[src/rtl/mem_access_stage_pkg.sv]
// Shared constants for the MEM stage: RV32I load/store opcodes, funct3 codes
// and the access FSM state type.
package mem_access_stage_pkg;

    localparam logic [6:0] OP_LOAD  = 7'b0000011;
    localparam logic [6:0] OP_STORE = 7'b0100011;

    localparam logic [2:0] F3_LB  = 3'b000;
    localparam logic [2:0] F3_LH  = 3'b001;
    localparam logic [2:0] F3_LW  = 3'b010;
    localparam logic [2:0] F3_LBU = 3'b100;
    localparam logic [2:0] F3_LHU = 3'b101;
    localparam logic [2:0] F3_SB  = 3'b000;
    localparam logic [2:0] F3_SH  = 3'b001;
    localparam logic [2:0] F3_SW  = 3'b010;

    typedef enum logic [1:0] {
        IDLE,
        BUSY,
        DONE
    } state_e;

endpackage

[src/rtl/mem_access_stage_load_data_align.sv]
// Moves the addressed byte/halfword of a raw read word down to bit 0 and
// sign- or zero-extends it according to the load funct3.
module load_data_align
    import mem_access_stage_pkg::*;
(
    input  logic [31:0] rdata,
    input  logic [2:0]  funct3,
    input  logic [1:0]  offset,
    output logic [31:0] data
);

    logic [31:0] shifted;

    always_comb begin
        shifted = rdata >> {offset, 3'b000};
        case (funct3)
            F3_LB:   data = {{24{shifted[7]}}, shifted[7:0]};
            F3_LH:   data = {{16{shifted[15]}}, shifted[15:0]};
            F3_LBU:  data = {24'h0, shifted[7:0]};
            F3_LHU:  data = {16'h0, shifted[15:0]};
            F3_LW:   data = shifted;
            default: data = '0;
        endcase
    end

endmodule

[src/rtl/mem_access_stage.sv]
// MEM stage of the RV32I pipeline: issues one valid/ready data-memory access
// per load/store, stalls upstream until it completes, and registers results to WB.
module mem_access_stage
    import mem_access_stage_pkg::*;
#(
    parameter int unsigned addrWidth = 16
) (
    input  logic                 clk,
    input  logic                 rst,
    input  logic [addrWidth-1:0] pc_in,
    input  logic [31:0]          inst_in,
    input  logic [31:0]          alu_out_in,
    input  logic [31:0]          rs2_rdata_in,
    output logic                 stall_out,
    output logic                 dmem_req,
    output logic                 dmem_we,
    output logic [addrWidth-1:0] dmem_addr,
    output logic [3:0]           dmem_wstrb,
    output logic [31:0]          dmem_wdata,
    input  logic                 dmem_ready,
    input  logic [31:0]          dmem_rdata,
    output logic                 wb_valid,
    output logic [addrWidth-1:0] wb_pc,
    output logic [31:0]          wb_inst,
    output logic [31:0]          wb_data,
    output logic                 mem_fault
);

    state_e               state_q, state_d;
    logic                 dmem_req_q, dmem_req_d;
    logic                 dmem_we_q, dmem_we_d;
    logic [addrWidth-1:0] dmem_addr_q, dmem_addr_d;
    logic [3:0]           dmem_wstrb_q, dmem_wstrb_d;
    logic [31:0]          dmem_wdata_q, dmem_wdata_d;
    logic                 wb_valid_q, wb_valid_d;
    logic [addrWidth-1:0] wb_pc_q, wb_pc_d;
    logic [31:0]          wb_inst_q, wb_inst_d;
    logic [31:0]          wb_data_q, wb_data_d;
    logic                 mem_fault_q, mem_fault_d;

    logic [2:0]  funct3;
    logic [1:0]  offset;
    logic        is_load, is_store, fault, mem_op;
    logic [3:0]  st_wstrb;
    logic [31:0] st_wdata, ld_data;

    load_data_align u_align (
        .rdata  (dmem_rdata),
        .funct3 (funct3),
        .offset (offset),
        .data   (ld_data)
    );

    always_comb begin
        funct3   = inst_in[14:12];
        offset   = alu_out_in[1:0];
        is_load  = (inst_in[6:0] == OP_LOAD);
        is_store = (inst_in[6:0] == OP_STORE);
        fault    = 1'b0;
        st_wstrb = '0;
        st_wdata = '0;
        if (is_load) begin
            case (funct3)
                F3_LB, F3_LBU: fault = 1'b0;
                F3_LH, F3_LHU: fault = offset[0];
                F3_LW:         fault = (offset != 2'b00);
                default:       fault = 1'b1;
            endcase
        end else if (is_store) begin
            case (funct3)
                F3_SB: begin
                    fault    = 1'b0;
                    st_wstrb = 4'b0001 << offset;
                    st_wdata = {4{rs2_rdata_in[7:0]}};
                end
                F3_SH: begin
                    fault    = offset[0];
                    st_wstrb = 4'b0011 << offset;
                    st_wdata = {2{rs2_rdata_in[15:0]}};
                end
                F3_SW: begin
                    fault    = (offset != 2'b00);
                    st_wstrb = 4'b1111;
                    st_wdata = rs2_rdata_in;
                end
                default: fault = 1'b1;
            endcase
        end
        mem_op    = (is_load || is_store) && !fault;
        stall_out = ((state_q == IDLE) && mem_op) || (state_q == BUSY);
    end

    always_comb begin
        state_d      = state_q;
        dmem_req_d   = dmem_req_q;
        dmem_we_d    = dmem_we_q;
        dmem_addr_d  = dmem_addr_q;
        dmem_wstrb_d = dmem_wstrb_q;
        dmem_wdata_d = dmem_wdata_q;
        wb_valid_d   = 1'b0;
        wb_pc_d      = wb_pc_q;
        wb_inst_d    = '0;
        wb_data_d    = wb_data_q;
        mem_fault_d  = 1'b0;
        case (state_q)
            IDLE: begin
                if (mem_op) begin
                    state_d      = BUSY;
                    dmem_req_d   = 1'b1;
                    dmem_we_d    = is_store;
                    dmem_addr_d  = {alu_out_in[addrWidth-1:2], 2'b00};
                    dmem_wstrb_d = is_store ? st_wstrb : 4'b0000;
                    dmem_wdata_d = is_store ? st_wdata : 32'h0;
                end else begin
                    wb_valid_d  = 1'b1;
                    wb_pc_d     = pc_in;
                    wb_inst_d   = inst_in;
                    wb_data_d   = fault ? 32'h0 : alu_out_in;
                    mem_fault_d = fault;
                end
            end
            BUSY: begin
                // Request stays asserted with its payload untouched until the handshake.
                if (dmem_ready) begin
                    state_d    = DONE;
                    dmem_req_d = 1'b0;
                    wb_valid_d = 1'b1;
                    wb_pc_d    = pc_in;
                    wb_inst_d  = inst_in;
                    wb_data_d  = is_load ? ld_data : alu_out_in;
                end
            end
            default: state_d = IDLE;
        endcase
    end

    always_ff @(posedge clk) begin
        if (rst) begin
            state_q      <= IDLE;
            dmem_req_q   <= 1'b0;
            dmem_we_q    <= 1'b0;
            dmem_addr_q  <= '0;
            dmem_wstrb_q <= '0;
            dmem_wdata_q <= '0;
            wb_valid_q   <= 1'b0;
            wb_pc_q      <= '0;
            wb_inst_q    <= '0;
            wb_data_q    <= '0;
            mem_fault_q  <= 1'b0;
        end else begin
            state_q      <= state_d;
            dmem_req_q   <= dmem_req_d;
            dmem_we_q    <= dmem_we_d;
            dmem_addr_q  <= dmem_addr_d;
            dmem_wstrb_q <= dmem_wstrb_d;
            dmem_wdata_q <= dmem_wdata_d;
            wb_valid_q   <= wb_valid_d;
            wb_pc_q      <= wb_pc_d;
            wb_inst_q    <= wb_inst_d;
            wb_data_q    <= wb_data_d;
            mem_fault_q  <= mem_fault_d;
        end
    end

    assign dmem_req   = dmem_req_q;
    assign dmem_we    = dmem_we_q;
    assign dmem_addr  = dmem_addr_q;
    assign dmem_wstrb = dmem_wstrb_q;
    assign dmem_wdata = dmem_wdata_q;
    assign wb_valid   = wb_valid_q;
    assign wb_pc      = wb_pc_q;
    assign wb_inst    = wb_inst_q;
    assign wb_data    = wb_data_q;
    assign mem_fault  = mem_fault_q;

endmodule

[config.mk]
export PLATFORM = sky130hd
export DESIGN_NAME = mem_access_stage
export DESIGN_NICKNAME = d
export VERILOG_FILES = /design/src/rtl/mem_access_stage_pkg.sv /design/src/rtl/mem_access_stage_load_data_align.sv /design/src/rtl/mem_access_stage.sv
export SDC_FILE = /design/constraint.sdc
export NUM_CORES = 1
export LEC_CHECK = 0
export ABC_AREA = 1
export BUFFER_PORTS_ARGS = -buffer_cell sky130_fd_sc_hd__buf_2
export CORE_UTILIZATION = 49
export DETAILED_ROUTE_END_ITERATION = 10
export PLACE_DENSITY = 0.78
export SETUP_SLACK_MARGIN = 0.4
export SYNTH_ARGS = -nofsm -noshare
export SYNTH_HDL_FRONTEND = slang
export SYNTH_SLANG_ARGS = --single-unit
[constraint.sdc]
create_clock -name clk -period 2.53 [get_ports clk]
set_input_delay 0.506 -clock clk [delete_from_list [all_inputs] [get_ports clk]]
set_output_delay 0.506 -clock clk [all_outputs]
set_load 0.01 [all_outputs]
Word level (Yosys, flattened, before mapping). Index checks and enable logic that the tools add are counted.

Memories: 0. Latch bits: 0. Output and inout port bits: 137. Register bits after elaboration: 136. Input port bits: 147. Memory bits (read-only): 0. Memory bits (writable): 0.

Equal/unequal tests: 10. $mul: 0. Magnitude comparators: 0. Reductions and logical operators: 16. Div/mod/pow operators: 0. Add/subtract/negate cells: 0. Mux-type cells: 31. Bitwise logic cells: 1. Shift-type cells: 3.

Operators with widths (count): 32-bit 2-to-1 mux (8); 32-bit one-hot mux with 5 select lines (1); 32-bit one-hot mux with 2 select lines (2); 32-bit one-hot mux with 3 select lines (1); 16-bit 2-to-1 mux (2); 16-bit one-hot mux with 2 select lines (1); 32-bit by 5-bit >> shifter with 32-bit output (1); 4-bit one-hot mux with 3 select lines (1); 4-bit 2-to-1 mux (2); 7-bit by 2-bit equality test with 1-bit output (second input constant) (1); 7-bit by 6-bit equality test with 1-bit output (second input constant) (1); 3-bit equality test (second input constant) (2); 1-bit 2-to-1 mux (6); 2-bit inequality test (second input constant) (3); 1-bit one-hot mux with 3 select lines (2); 3-bit AND reduction (2); 2-bit 2-to-1 mux (2); 1-bit one-hot mux with 2 select lines (2); 2-bit one-hot mux with 2 select lines (1); 2-bit AND reduction (2); 2-bit nonzero test (2); 2-bit OR reduction (2); 1-bit by 2-bit left shift with 4-bit output (first input constant) (1); 2-bit by 2-bit left shift with 4-bit output (first input constant) (1); other kinds (10) (12).

Logic depth before layout (Yosys ltp). Gate-level depths: netlist of the first run.

Depth after elaboration: 8. Depth in mapped cells: 15.

Cells and area by module. A second synthesis of the first run with hierarchy kept.

Cell total of the unflattened synthesis: 1226. Area, all modules: 7517.2 µm².

By module, submodules not included: mem_access_stage (cells an instance 1030, instances 1, area an instance 6586.3 µm²); load_data_align (cells an instance 196, instances 1, area an instance 930.9 µm²).

Least setup slack after synthesis of the first run. OpenSTA, ideal clock, no wires.

Path kind: input-to-output. From: input alu_out_in[0]. To: output stall_out. Arrival time: 1683 ps. Buffers on the path: 2. Cell stages on the path: 11. Setup slack: 341 ps. Path through: buf_2 -> inv_2 -> nand2_1 -> nand3_1 -> nand3_1 -> nand2_2 -> nand2_2 -> inv_2 -> nand3_4 -> buf_2 -> nand2_1.

Cells in the longest elaborated chain, start to end: 8. Elaborated cells on any way between the ends: 9.

RTL lines: start, declared (RTL line mem_access_stage.sv:12) `input logic [31:0] alu_out_in,`; 2-bit nonzero test (RTL line mem_access_stage.sv:66, mem_access_stage.sv:82); 1-bit one-hot mux with 3 select lines (RTL line mem_access_stage.sv:70) `case (funct3)`; 1-bit 2-to-1 mux (RTL line mem_access_stage.sv:69) `end else if (is_store) begin`; 1-bit 2-to-1 mux * (RTL line mem_access_stage.sv:62) `if (is_load) begin`; 1-bit zero test * (RTL line mem_access_stage.sv:89) `mem_op = (is_load || is_store) && !fault;`; 1-bit logical AND * (RTL line mem_access_stage.sv:89); 1-bit logical AND * (RTL line mem_access_stage.sv:90) `stall_out = ((state_q == IDLE) && mem_op) || (state_q == BUSY);`; 1-bit logical OR * (RTL line mem_access_stage.sv:90); end, declared (RTL line mem_access_stage.sv:14) `output logic stall_out,`.

Mark *: on every way between the ends. The rest lies on a longest branch, timed or not.

Final worst setup path of the first run.
From: register state_q[1]. To: output stall_out.

Cells in the longest elaborated chain, start to end: 3. Elaborated cells on any way between the ends: 4.

RTL lines: start, declared (RTL line mem_access_stage.sv:29) `state_e state_q, state_d;`; start signal, assigned (RTL line mem_access_stage.sv:151) `state_q <= state_d;`; 2-bit zero test (RTL line mem_access_stage.sv:90); 1-bit logical AND (RTL line mem_access_stage.sv:90); 1-bit logical OR * (RTL line mem_access_stage.sv:90).

Marks and branches as above.

==> results of run 1 <==
[worst max-delay path: stages, from the launching register on]
cell,delay [ns]
dfxtp_1,0.33
nor2_1,0.51
nand3_4,0.13
nand2_2,0.09
buf_6,0.11
[power by group]
part	switching, mW	internal, mW
Sequential	0.0273	2.22
Clock	0.978	1.29
Combinational	0.430	0.295
Total	1.44	3.80
[routing by layer]
layer,track usage (%),vias to the layer above
met3,6.69,75
met1,36.4,3779
met2,50.6,443
met4,16.9,0
met5,0,-
li1,-,4198
[path summary, 6_finish.rpt]
check / start / to / slack, ns / cells after the start
setup / recovery: state_q[1] / stall_out / 0.44 / 4
setup reg to reg: state_q[1] / dmem_wdata[21] / 0.78 / 6
hold reg to reg: dmem_wdata[25] / dmem_wdata[25] / 0.46 / 2
hold / removal: inst_in[28] / wb_inst[28] / 0.29 / 3
[synth_stat cells]
master | number | share of area [%]
a211oi_1 | 2 | 0.21
a21oi_1 | 50 | 3.5
a21oi_2 | 1 | 0.12
a21oi_4 | 1 | 0.23
buf_1 | 13 | 0.68
buf_2 | 39 | 2.7
buf_4 | 3 | 0.31
buf_6 | 1 | 0.16
clkbuf_1 | 18 | 0.94
conb_1 | 1 | 0.052
dfxtp_1 | 136 | 38
inv_1 | 62 | 3.2
inv_2 | 18 | 0.94
nand2_1 | 448 | 23
nand2_2 | 6 | 0.52
nand2_4 | 1 | 0.16
nand3_1 | 80 | 5.6
nand3_4 | 2 | 0.49
nand3b_1 | 33 | 3.4
nand4_1 | 9 | 0.78
nor2_1 | 197 | 10
nor2_2 | 2 | 0.17
nor2_4 | 3 | 0.47
nor3_1 | 10 | 0.70
o21a_1 | 1 | 0.10
o21ai_0 | 32 | 2.2
o21ai_1 | 11 | 0.77
[sequential cells by signal, summed over array words and instances (netlist names), 2 cells and up]
register / count
dmem_wdata: 32
dmem_addr: 14
wb_data: 32
wb_inst: 32
dmem_wstrb: 4
wb_pc: 16
state_q: 2
[cell type report]
type	instances	area, um^2
clock buffers	19	443
clock inverters	13	96.3
fillers	1351	4700
inverters	80	308
multi-input cells	891	3850
flip-flops and latches	136	2720
well taps	180	225
repair buffers	321	1750
[logic make-up after synthesis]
family | synth area share (%)
and+or+nand+nor | 46.0
AOI/OAI and AO/OA | 7.13
DFF | 37.9
buffers and inverters | 8.98
other | 0.0522
[what timing repair did]
action	CTS	global route
resized for setup	6	4
setup endpoints to repair	1	1
pin swaps	5	4
buffers inserted	5	7
[per-stage QoR]
step | std cells | hold WS, ns | cell area [um^2]
after floorplan | 1181 | 0.484 | 7210
final | 1640 | 0.295 | 9390
after CTS | 1633 | 0.278 | 9320
after detailed placement | 1596 | 0.451 | 8720
after global routing | 1640 | 0.290 | 9390
after global placement | 1596 | 0.445 | 8720
==> metrics.txt, run 1 <==
initial antenna violation count=0; Unique masters post-synth=27; status=completed; Placer Congestion=around 0.94; share of cells above drive strength 1=about a quarter; clock root cell=clkbuf_16; DR vias/cell=5.18; min Tclk post-route=around 2.1 ns; CTS tree=yes; maximum clock rate=roughly 480 MHz; Leak Pwr=~5.2 nW; maximum root-to-sink buffer count=2; arrival time at the worst endpoint=1.58 ns; GR Overflow Total=0; warnings from Yosys=0; vias in the first global route=roughly 7.7k; die area=about 15000 um^2; Worst Tran Pin Value=0.653 ns; cts bufs inserted=17; Peak VDD IR=0.000448 V; initial core utilization=51.0%; vias=between 8k and 9k; fin util=66.6%; met3 WL post-DR=between 1500 and 2000 um; class of the worst hold path=in -> reg; post-detailed-route count of antenna-violating nets=0; Top Layer Used=met4; sequential area share after synthesis=between 30% and 40%; Post-Route Setup TNS=0 ns; commonest non-fill, non-tap cell in the layout=nand2_1; Cell Rows=43; Avg WL per Cell=around 14 um; hpwl dp=16500 um; post-synthesis cell count=1180; worst-skew pair later-pin latency=roughly 0.42 ns; pin count of the biggest net entering global routing=between 40 and 50; CP max FO=4; die width=about 120 um; CP Launch Type=flop; Post-Syn Area=~7200 um^2; Yosys reg bits=136; CTS Sinks=136; worst setup path class=reg -> out; Metal-1 WL=between 9000 and 10000 um; final hold violations=0; cts hold-fix bufs=0; port bufs=281; Detailed Route Iter0 Violations=between 500 and 600; Routed WL=between 20000 and 25000 um; Global Route Usage Sum=approximately 30%; P&R area growth vs syn=30.6%; PnR worst setup slack=0.440 ns; Max-cap violations=0; Worst setup EP type=primary output; WP data required=2.02 ns; Setup violations, final=0; fin. max-slew vios=0; residual DRC count=0; clk_skew=0.00701 ns; Initial DRT Pass Iterations=5; Rel. slew slack=56.3%; Tcrit/Tclk final=between 80 and 90%; first-pass GRT wire length=roughly 36000 um; antenna diode count=0; post-synthesis average cell area=about 6 um^2; I/O pin total=around 280; core area=14100 um^2; power per cell area=558 nW/um^2; number of H-tree levels=4; clock transition at the registers of the reported paths=0.06 ns; RSZ-0062 raised after global routing=yes; Power, Total=between 5 and 6 mW; pre-CTS setup slack=roughly 0.29 ns; Final nets=about 1.6k; metal2 WL=~11000 um; Die Height=123 um; most frequent cells in the layout=nand2_1 (447), buf_2 (278), nor2_1 (196)
Note: power is estimated with default switching activity, not from simulation.
==> inputs of run 2 (changes only) <==
Clock period 2.53 ns to 2 ns, I/O delays scaled along.
==> metrics.txt, run 2 (synthesis results as in run 1) <==
status=completed; residual DRC count=0; Avg WL per Cell=14.9 um; commonest non-fill, non-tap cell in the layout=nand2_1; first-pass GRT wire length=~37000 um; power per cell area=710 nW/um^2; port bufs=281; maximum clock rate=approximately 550 MHz; cts bufs inserted=17; initial core utilization=51.0%; CTS Sinks=approximately 140; Worst setup EP type=primary output; Detailed Route Iter0 Violations=669; Tcrit/Tclk final=between 90% and 100%; Peak VDD IR=0.000631 V; Placer Congestion=just over 0.9; GRT met3 Usage=7.24%; min Tclk post-route=1.81 ns; register area=approximately 2700 um^2; fin. max-slew vios=0; Global Route Usage Sum=between 30% and 40%; P&R area growth vs syn=45.5%; post-detailed-route count of antenna-violating nets=0; vias=8760; CTS tree=yes; GR Overflow Total=0; I/O pin total=around 280; Initial DRT Pass Iterations=5; die area=15200 um^2; grt peak-use layer=met2; WP data required=1.60 ns; number of H-tree levels=4; RSZ-0062 raised after global routing=yes; worst setup path class=in -> out; fin util=between 70% and 80%; clock root cell=clkbuf_16; cts hold-fix bufs=0; CP Launch Type=input pin; core area=around 14000 um^2; Post-Route Setup TNS=0 ns; Routed WL=around 25000 um; met1 Usage GRT=39.1%; final hold violations=0; multi-input logic area=4070 um^2; pin count of the biggest net entering global routing=54; DR vias/cell=between 5 and 6; Max-cap violations=0; initial antenna violation count=0; class of the worst hold path=in -> reg; Final nets=approximately 1.6k; Cell Rows=between 40 and 50; vias in the first global route=approximately 7.7k; arrival time at the worst endpoint=between 1 and 1.5 ns; clk_skew=0.00989 ns; CP max FO=3; Die Height=123 um; met2 Usage GRT=between 50 and 60%; clock transition at the registers of the reported paths=0.07 ns; area post-placement=about 9000 um^2; worst-skew pair later-pin latency=around 0.43 ns; share of cells above drive strength 1=~31%; Setup violations, final=0; fillers=roughly 1.1k; hpwl dp=between 15000 and 20000 um; maximum root-to-sink buffer count=2; most frequent cells in the layout=nand2_1 (441), buf_2 (272), nor2_1 (181); cell area after layout=around 10000 um^2; Leak Pwr=~5.6 nW; die width=123 um
-- run 2: changes by cell type in the layout (fill, tap and decap cells not counted), moves of 7 or more --
cell,previous run,this run
nor2_2,2,11
buf_4,38,47
nor2_1,196,181
buf_12,2,14
buf_6,3,17
clkbuf_16,17,24
-- run 2: layout make-up --
type                       instances  share of cell area, %
inverter                          80                   3.13
antenna                            2                 0.0479
timing repair buffer             363                   23.5
multi-input combinational        891                   38.9
clock inverter                    14                   2.02
clock buffer                      18                   4.20
sequential                       136                   26.0
tap                              180                   2.15
-- run 2: power by group --
group / internal [mW] / switching [mW]
logic: 0.458 / 0.603
clock network: 2.16 / 1.35
registers: 2.81 / 0.0401
total: 5.43 / 2.00
-- run 2: per-layer routing --
metal / part of all wire [%] / vias up
li1: - / 4298
met1: 40 / 3969
met2: 49 / 432
met3: 8.2 / 61
met4: 2.3 / 0
met5: 0 / -
-- run 2: worst paths after layout --
| path | start | slack [ns] | endpoint | depth (start not counted) |
|---|---|---|---|---|
| worst max-delay path | inst_in[2] | 0.19 | stall_out | 11 |
| worst min-delay path | inst_in[20] | 0.17 | wb_inst[20] | 3 |
| worst max register to register | state_q[0] | 0.49 | wb_pc[9] | 9 |
| worst min register to register | dmem_wdata[29] | 0.46 | dmem_wdata[29] | 2 |
-- run 2: per-stage QoR --
step	cells	hold slack (ns)	power (mW)	setup WS, ns
after floorplan	1181	0.484	3.43	0.207
after global placement	1608	0.445	3.82	-0.0437
after detailed placement	1608	0.450	3.84	-0.0912
after CTS	1663	0.166	7.34	0.273
after global routing	1682	0.184	7.67	0.113
final	1684	0.175	7.42	0.190
-- run 2: critical path: stages --
cell and delay [ns]:
buf_8 0.11, clkinv_8 0.03, nand4_1 0.12, buf_6 0.17
nor2_4 0.13, nand2_4 0.07, nand2_4 0.09, inv_6 0.04
nand3_4 0.06, nand2_4 0.06, buf_6 0.11
-- run 2: what timing repair did --
item / in CTS / in global routing
buffers inserted: 23 / 10
endpoints found under the setup margin: 42 / 54
pin swaps: 8 / 22
cloned: 0 / 9
resized for setup: 22 / 62
==> inputs of run 3 (changes only) <==
Settings changed: CELL_PAD_IN_SITES_DETAIL_PLACEMENT set to 2, CELL_PAD_IN_SITES_GLOBAL_PLACEMENT set to 2, CORE_UTILIZATION 49 to 24.
==> metrics.txt, run 3 (synthesis results as in run 1) <==
Placer Congestion=0.821; Comb pwr share=17.1%; maximum root-to-sink buffer count=2; Routed WL=~40000 um; Die Height=175 um; initial antenna violation count=1; die width=roughly 180 um; share of cells above drive strength 1=a little under two fifths; initial core utilization=24.3%; fillers=between 3k and 4k; FF-to-FF setup slack=0.16 ns; clock transition at the registers of the reported paths=approximately 0.070 ns; WP buf/inv=4; Setup violations, final=0; clock root cell=clkbuf_16; worst-skew pair later-pin latency=between 0.4 and 0.5 ns; DR vias/cell=4.82; sw power=2.39 mW; class of the worst hold path=in -> reg; CP dominant cell by count=nand2_4; CP max FO=3; Worst setup EP type=primary output; residual DRC count=0; Detailed Route Iter0 Violations=470; Net Sw Frac=between 30 and 40%; I/O pin total=284; WP data required=1.60 ns; worst r2r src=state_q[0]; slowest stage delay, CP=0.25 ns; Worst path slowest cell=nor2_2; vias=~9k; crit-path cells=buf_2 -> inv_2 -> nand3_1 -> nor2_2 -> nand2_4 -> nand2_4 -> inv_6 -> nand3_4 -> nand2_4 -> buf_6; Global Route Usage Sum=23.8%; Tcrit/Tclk final=slightly below 100%; Inst Count DP=about 1.8k; Post-Route Setup TNS=0 ns; P&R area growth vs syn=59.6%; post-detailed-route count of antenna-violating nets=0; number of H-tree levels=4; cts bufs inserted=17; Worst Tran Pin Value=about 0.55 ns; commonest non-fill, non-tap cell in the layout=nand2_1; maximum clock rate=between 500 and 600 MHz; Cell Rows=63; worst setup path class=in -> out; Initial DRT Pass Iterations=5; die area=around 31000 um^2; CP Launch Type=input pin; fin. max-slew vios=0; Final nets=~1.7k; Avg WL per Cell=about 21 um; min Tclk post-route=1.98 ns; Crit. Startpoint=inst_in[5]; most frequent cells in the layout=nand2_1 (431), buf_2 (277), dfxtp_1 (136); Finished Layout Cells=about 1.9k; CP delay by family, top=simple AND/OR/NAND/NOR gates; Peak VDD IR=between 0.0005 and 0.0006 V; port bufs=around 280; P_int=around 5 mW; core area=29600 um^2; hpwl dp=24500 um; final hold violations=0; clk_skew=roughly 0.012 ns; Clock power frac=around 44%; pin count of the biggest net entering global routing=between 50 and 60; status=completed; arrival time at the worst endpoint=1.58 ns; CTS tree=yes; CTS Sinks=between 100 and 150; Max-cap violations=0; Rel. slew slack=63.3%; first-pass GRT wire length=56100 um; vias in the first global route=just under 10k; Min-Delay Startpoint=inst_in[2]; GR Overflow Total=0; RSZ-0062 raised after global routing=yes; Power, Total=around 7.4 mW; Sequential Power Share=around two fifths; Leak Pwr=5.86 nW; power per cell area=between 600 and 700 nW/um^2
## run 3: cell count changes in the layout (fill, tap and decap cells not counted), sizes merged
cell,before,now
buf,355,381
clkbuf,26,18
bufbuf,0,4
bufinv,4,0
inv,84,88
nand2,455,459
clkinvlp,0,3
clkinv,6,4
diode,2,1
## run 3: worst paths after layout
kind | endpoint | cells past startpoint
setup / recovery | stall_out | 10
hold / removal | wb_inst[2] | 3
setup reg to reg | wb_data[25] | 11
hold reg to reg | dmem_wdata[8] | 2
## run 3: stage by stage
| stage | hold WS (ns) | worst slack, ns | cell area (um^2) | utilization (%) |
|---|---|---|---|---|
| floorplan | 0.484 | 0.207 | 7350 | - |
| CTS | 0.164 | 0.0763 | 10900 | 36.8 |
| detailed placement | 0.457 | -0.153 | 9500 | 32.2 |
| global route | 0.173 | -0.0239 | 11500 | 38.8 |
| finish | 0.181 | 0.0185 | 11500 | 38.8 |
| global placement | 0.445 | -0.0532 | 9500 | 32.2 |
## run 3: power groups by stage
stage | registers (mW) | clock network, mW | logic, mW
after floorplan | 2.96 | 0 | 0.478
after global routing | 2.87 | 3.43 | 1.37
final | 2.86 | 3.25 | 1.26
after CTS | 2.85 | 3.28 | 1.14
after detailed placement | 2.91 | 0 | 1.04
after global placement | 2.91 | 0 | 1.01
## run 3: repair_timing
action | 4_1_cts | 5_1_grt
endpoints found under the setup margin | 118 | 134
buffers inserted | 20 | 5
resized for setup | 62 | 156
hold buffers | 0 | 0
pin swaps | 10 | 23
gates cloned | 13 | 3
## run 3: layout make-up
class | instances | area (um^2) | share of cell area, %
clock buffer | 17 | 425 | 3.71
inverter | 80 | 330 | 2.88
antenna | 1 | 2.50 | 0.0218
tap | 390 | 488 | 4.25
multi-input combinational | 895 | 4510 | 39.3
sequential | 136 | 2720 | 23.7
clock inverter | 15 | 153 | 1.33
timing repair buffer | 386 | 2840 | 24.8
## run 3: worst register-to-register path, stage by stage, from the launching register on
cell and delay (ns):
dfxtp_1 0.37, inv_2 0.07, nor2_4 0.12, inv_2 0.11, nor2_1 0.30, inv_2 0.15
nand2_8 0.13, buf_12 0.14, buf_12 0.11, buf_12 0.15, nor2_4 0.05, nor2_2 0.09
## run 3: routing by layer
| layer | track usage (%) | part of all wire (%) | up-vias |
|---|---|---|---|
| met3 | 5.07 | 5.1 | 89 |
| li1 | - | - | 4351 |
| met4 | 9.46 | 4.1 | 0 |
| met1 | 26.5 | 39 | 4521 |
| met5 | 0 | 0 | - |
| met2 | 43.6 | 52 | 297 |
